## config.mk

```make
export PLATFORM = sky130hd
export DESIGN_NAME = id_ex_stage
export DESIGN_NICKNAME = d
export VERILOG_FILES = /design/src/rtl/id_ex_stage.sv
export SDC_FILE = /design/constraint.sdc
export NUM_CORES = 1
export LEC_CHECK = 0
export ABC_AREA = 1
export BUFFER_PORTS_ARGS = -buffer_cell sky130_fd_sc_hd__buf_4
export CORE_AREA = 2 2 218 220
export DETAILED_ROUTE_END_ITERATION = 8
export DIE_AREA = 0 0 220 222
export PLACE_DENSITY = 0.45
export SKIP_CTS_REPAIR_TIMING = 1
export SLEW_MARGIN = 20
export SYNTH_ARGS = -nofsm -noshare
export SYNTH_HDL_FRONTEND = slang
export SYNTH_SLANG_ARGS = --single-unit
```

## constraint.sdc

```tcl
create_clock -name clk -period 14.35 [get_ports clk]
set_clock_uncertainty 0.1 [all_clocks]
set_input_delay 1.435 -clock clk [delete_from_list [all_inputs] [get_ports clk]]
set_output_delay 1.435 -clock clk [all_outputs]
set_load 0.01 [all_outputs]
```

## src/rtl/id_ex_stage.sv

```systemverilog
// -----------------------------------------------------------------------------
// id_ex_stage
//   One-entry pipeline register between decode and the 64-bit ALU. Holds the
//   decoded operands, immediate and control, selects register or immediate for
//   ALU operand b, and provides store data for the MEM stage. Valid/ready
//   handshake with stall and flush; no skid buffer.
//
//   Optional feature macro: ID_EX_FORWARD_EN
//     defined   : EX-stage forwarding from the MEM and WB producers. While
//                 stalled, the held operands are re-captured with their
//                 forwarded values so a producer leaving MEM/WB is not lost.
//     undefined : operands come straight from the held regfile values; the
//                 M/W producer ports are ignored.
//
// Ports
//   clk, reset                   clock, async active-high reset (clears all)
//   in_valid / in_ready          decode handshake
//   flush                        kill held and incoming instruction
//   rd1_d, rd2_d, imm_d          regfile read data and sign-extended immediate
//   alusrc_d, alucontrol_d       operand-b select and ALU operation
//   rn_d, rm_d, rd_d, regwrite_d source/destination indices, write enable
//   regwrite_m, rd_m, aluresult_m  MEM-stage producer
//   regwrite_w, rd_w, result_w     WB-stage producer
//   out_valid / out_ready        ALU-side handshake
//   a_e, b_e, alucontrol_e       ALU operands and operation
//   stdata_e                     store data (rm value)
//   rd_e, regwrite_e             held destination; regwrite_e gated by out_valid
// -----------------------------------------------------------------------------
module id_ex_stage #(
    parameter int N    = 64,
    parameter int REGW = 5,
    parameter int ACW  = 4
) (
    input  logic            clk,
    input  logic            reset,
    input  logic            in_valid,
    output logic            in_ready,
    input  logic            flush,
    input  logic [N-1:0]    rd1_d,
    input  logic [N-1:0]    rd2_d,
    input  logic [N-1:0]    imm_d,
    input  logic            alusrc_d,
    input  logic [ACW-1:0]  alucontrol_d,
    input  logic [REGW-1:0] rn_d,
    input  logic [REGW-1:0] rm_d,
    input  logic [REGW-1:0] rd_d,
    input  logic            regwrite_d,
    input  logic            regwrite_m,
    input  logic [REGW-1:0] rd_m,
    input  logic [N-1:0]    aluresult_m,
    input  logic            regwrite_w,
    input  logic [REGW-1:0] rd_w,
    input  logic [N-1:0]    result_w,
    output logic            out_valid,
    input  logic            out_ready,
    output logic [N-1:0]    a_e,
    output logic [N-1:0]    b_e,
    output logic [ACW-1:0]  alucontrol_e,
    output logic [N-1:0]    stdata_e,
    output logic [REGW-1:0] rd_e,
    output logic            regwrite_e
);

    // Register index of XZR (all ones, 31 for REGW=5); never forwarded.
    localparam logic [REGW-1:0] XZR = '1;

    logic            vld_p1;
    logic [N-1:0]    rd1_p1;
    logic [N-1:0]    rd2_p1;
    logic [N-1:0]    imm_p1;
    logic            alusrc_p1;
    logic [ACW-1:0]  alucontrol_p1;
    logic [REGW-1:0] rn_p1;
    logic [REGW-1:0] rm_p1;
    logic [REGW-1:0] rd_p1;
    logic            regwrite_p1;

    logic            accept;
    logic            stall;
    logic [N-1:0]    fwd_a;
    logic [N-1:0]    fwd_b;

    assign in_ready = !vld_p1 || out_ready;
    assign accept   = in_valid && in_ready;
    assign stall    = vld_p1 && !out_ready;

`ifdef ID_EX_FORWARD_EN
    // MEM result beats WB result; XZR always reads the held value.
    function automatic logic [N-1:0] fwd(
        input logic [REGW-1:0] src,
        input logic [N-1:0]    held,
        input logic            wr_m,
        input logic [REGW-1:0] dst_m,
        input logic [N-1:0]    res_m,
        input logic            wr_w,
        input logic [REGW-1:0] dst_w,
        input logic [N-1:0]    res_w
    );
        if (src != XZR && wr_m && dst_m == src)
            return res_m;
        else if (src != XZR && wr_w && dst_w == src)
            return res_w;
        else
            return held;
    endfunction

    always_comb begin
        fwd_a = fwd(rn_p1, rd1_p1, regwrite_m, rd_m, aluresult_m,
                    regwrite_w, rd_w, result_w);
        fwd_b = fwd(rm_p1, rd2_p1, regwrite_m, rd_m, aluresult_m,
                    regwrite_w, rd_w, result_w);
    end
`else
    always_comb begin
        fwd_a = rd1_p1;
        fwd_b = rd2_p1;
    end

    // Producer ports and held source indices have no consumer in this build.
    logic unused_fwd;
    assign unused_fwd = ^{regwrite_m, rd_m, aluresult_m,
                          regwrite_w, rd_w, result_w, rn_p1, rm_p1, XZR};
`endif

    // ---- decode -> execute boundary ----
    always_ff @(posedge clk or posedge reset) begin
        if (reset) begin
            vld_p1        <= 1'b0;
            rd1_p1        <= '0;
            rd2_p1        <= '0;
            imm_p1        <= '0;
            alusrc_p1     <= 1'b0;
            alucontrol_p1 <= '0;
            rn_p1         <= '0;
            rm_p1         <= '0;
            rd_p1         <= '0;
            regwrite_p1   <= 1'b0;
        end else begin
            // Flush discards the held and any accepted instruction.
            if (flush)
                vld_p1 <= 1'b0;
            else if (accept)
                vld_p1 <= 1'b1;
            else if (out_ready)
                vld_p1 <= 1'b0;

            if (accept) begin
                rd1_p1        <= rd1_d;
                rd2_p1        <= rd2_d;
                imm_p1        <= imm_d;
                alusrc_p1     <= alusrc_d;
                alucontrol_p1 <= alucontrol_d;
                rn_p1         <= rn_d;
                rm_p1         <= rm_d;
                rd_p1         <= rd_d;
                regwrite_p1   <= regwrite_d;
            end
`ifdef ID_EX_FORWARD_EN
            else if (stall) begin
                // Keep forwarded values so a producer moving on is not lost.
                rd1_p1 <= fwd_a;
                rd2_p1 <= fwd_b;
            end
`endif
        end
    end

    assign out_valid    = vld_p1;
    assign a_e          = fwd_a;
    assign stdata_e     = fwd_b;
    assign b_e          = alusrc_p1 ? imm_p1 : fwd_b;
    assign alucontrol_e = alucontrol_p1;
    assign rd_e         = rd_p1;
    assign regwrite_e   = regwrite_p1 && vld_p1;

`ifndef ID_EX_FORWARD_EN
    logic unused_stall;
    assign unused_stall = stall;
`endif

endmodule

```

==> reports/results.env <==
POST_ROUTE_STANDARD_CELL_AREA_EXCLUDING_FILLERS_UM2=13300
GLOBAL_ROUTE.OVERFLOW_TOTAL=0
FIRST_PASS_GRT_WIRE_LENGTH_MM=51.3
PLACE.GP.CONGESTION=0.782
WORSTHOLDPATHTYPE='register to register'
DRTITER0DRC=463
YS_SEQ_ELEMENTS=204
FILLER_CELL_COUNT=5111
FIN_NETS=1819
WORST_R2R_PATH_DEPTH=5
ANTENNA_FOUND_INITIAL=1
RSZ0062_AT_GRT='no'
CORE.ROWCOUNT=79
SETUP_VIOL=0
POST-ROUTE-PERIOD-UTIL_PCT=29.1
YOSYS.CELL_TYPES.COUNT=12
YOSYS_WARNINGS=0
FIN_SETUP_TNS_NS=0
VIAS=8482
GRT.TOTAL_USAGE_PCT=13.4
SYNTH.NET_COUNT=1452
COUNT_OF_PORT_BUFFERS_ADDED_DURING_PLACEMENT=411
INSERTEDDIODECOUNT=0
WORST_R2R_ENDPOINT='imm_p1[45]'
SEQ_AREA_FRAC_SYNTH_PCT=57.3
WORST_IR_DROP_VDD_mV=0.0793
DPL_CELL_AREA_UM2=12400
POST_ROUTE_MINIMUM_PERIOD_NS=4.17
CRIT_PATH_END_KIND='output port'
SYN_AREA_UM2=8900
CRITPATHREQUIREDTIME_NS=12.82
ROUTED_VIA_DENSITY=4.06
INITIAL_UTILIZATION_PCT=19.2
WORSTSETUPENDPOINT='b_e[40]'
TOP_LEVEL_PORTS=562
CTS_TREE='done'
CTS_INSERTED_BUFFERS=27
CRITPATHLAUNCHTYPE='register'
DETAIL_ROUTE.WL_PER_CELL_UM=16.2
TIMING.SLEW.HEADROOM_PCT=39.0
MOST-COMMON-LAYOUT-CELLS='nand2_1 (471), buf_4 (418), nand3_1 (203), dfrtp_1 (203), inv_1 (67)'
MAX_FREQ_GHz=0.240
CP_DATA_ARRIVAL_TIME_NS=2.64
TIMING.REG2REG.SETUP_SLACK_NS=11.51
WORST-PATH-MAX-FANOUT=80
SYN-INSTANCE-COUNT=1094
FIRST_PASS_ITERS=5
DRCVIOLATIONCOUNT=0
NUMCLOCKSINKS=204
LAYOUTNONFILLERINSTCOUNT=2088
DETAIL_ROUTE.WIRELENGTH_MM=33.9
CLOCK_LATENCY_NS=0.53
PLACED_CELLS=2039
CP-STARTPOINT='alusrc_p1'
CLOCK_BUFFER_DEPTH=3
NUMBER_OF_GLOBAL_ROUTE_VIAS_BEFORE_REPAIR=8329
GRT_START_MAX_NET_PINS=126
SYNTH_TOP_CELL_AREA_SHARE_PCT=57.3
DRV_SLEW=0
FINALCOREUTILIZATION_PCT=28.7
FP.DIEW_UM=220
WORST_SLEW_PIN_SLEW_NS=0.914
CTS.HTREE.LEVELS=1
MAX_CAPACITANCE_VIOLATION_COUNT=0
POSTSYNTHAREAPERCELL_UM2=8.14
CLK_TRANSITION_REPORTED_PATHS_NS=0.05
ROUTE.ANTENNA.REMAINING_NETS=0
SETUP.WORST_PATH.CLASS='register to output port'
LAYOUT_STAGE_AREA_GROWTH_OVER_THE_SYNTHESIS_RESULT_PCT=49.3
DRIVE_ABOVE_1_SHARE_PCT=31.4
NETLIST_TOP_CELLS_AREA='dfrtp_1 (57%), nand2_1 (20%), nand3_1 (11%), o21ai_0 (3.6%), buf_2 (2.9%)'
FP.DIEAREA_UM2=48800
RUN_STATUS='finished clean'
LAYOUT.CELLS.MOST_COMMON='nand2_1'
TOTAL_LEAKAGE_POWER_nW=7.19
PLACE_HPWL_MM=23.0
TIMING_HOLD_VIOLATIONS_FINAL=0
CORE_AREA_UM2=46300
REG2REG_FROM='out_valid'
CTS.ROOT.BUFFER_CELL='clkbuf_16'
YOSYS.AREA.TOP_TYPE='dfrtp_1'
POWER-PER-CELL-AREA_nW_PER_UM2=128
DIEHEIGHT_UM=222
[layout make-up]
type	count	area (µm²)	area share, %
Sequential cell	204	5110	38.4
Timing Repair Buffer	419	3150	23.7
Clock buffer	41	798	6.00
Tap cell	607	759	5.71
Multi-Input combinational cell	741	3150	23.7
Inverter	68	263	1.98
Clock inverter	8	67.6	0.508
[critical path, stage by stage, from the launching register on]
cell and delay, ns:
dfrtp_4 0.77, buf_4 0.66, o21ai_0 0.33, buf_4 0.22
[report_power, final]
part / total (mW) / switching, mW / leakage [nW] / internal (mW)
sequential: 0.689 / 0.0480 / 2.49 / 0.641
combinational: 0.358 / 0.189 / 4.27 / 0.169
clock: 0.654 / 0.256 / 0.429 / 0.398
[Yosys cell counts]
library cell,instances
a21oi_1,1
buf_1,6
buf_2,52
buf_4,12
buf_6,1
clkbuf_1,10
dfrtp_1,204
inv_1,68
nand2_1,471
nand2_2,2
nand3_1,203
o21ai_0,64
[cell families after synthesis]
logic type	share of synthesized area (%)
AO/OA/AOI/OAI	3.65
buffers and inverters	7.60
flip-flops	57.3
AND/OR/NAND/NOR	31.4
[flip-flops by register name, indices dropped and copies added, names as in the netlist]
name          count
out_valid         1
rd_e              5
stdata_e         64
alusrc_p1         1
regwrite_p1       1
alucontrol_e      4
a_e              64
imm_p1           64
[layer usage]
layer  up-vias  wire (µm)  share of wire (%)  GRT usage, %
li1       4187          -                  -             -
met1      3974      14300                 42          17.4
met2       278      15800                 46          21.2
met3        41       3260                9.6          4.87
met4         2        567                1.7          2.99
met5         -         16              0.047             0
[stage by stage]
stage / setup WS, ns / hold WS [ns] / power (mW)
detailed placement: 10.29 / 0.358 / 1.07
global placement: 10.33 / 0.354 / 1.06
finish: 10.18 / 0.366 / 1.70
floorplan: 7.25 / 0.342 / 0.849
global route: 9.98 / 0.386 / 1.80
CTS: 10.10 / 0.372 / 1.74
[how the worst min path moves through the flow]
stage                      end  slack [ns]       start  cells past startpoint
floorplan           imm_p1[62]        0.34  imm_p1[62]                      2
finish              imm_p1[51]        0.37  imm_p1[51]                      2
detailed placement  imm_p1[59]        0.36  imm_p1[59]                      2
CTS                 imm_p1[50]        0.37  imm_p1[50]                      2
global route        imm_p1[50]        0.39  imm_p1[50]                      2
global placement    imm_p1[54]        0.35  imm_p1[54]                      2
(Power assumes the default switching activity.)
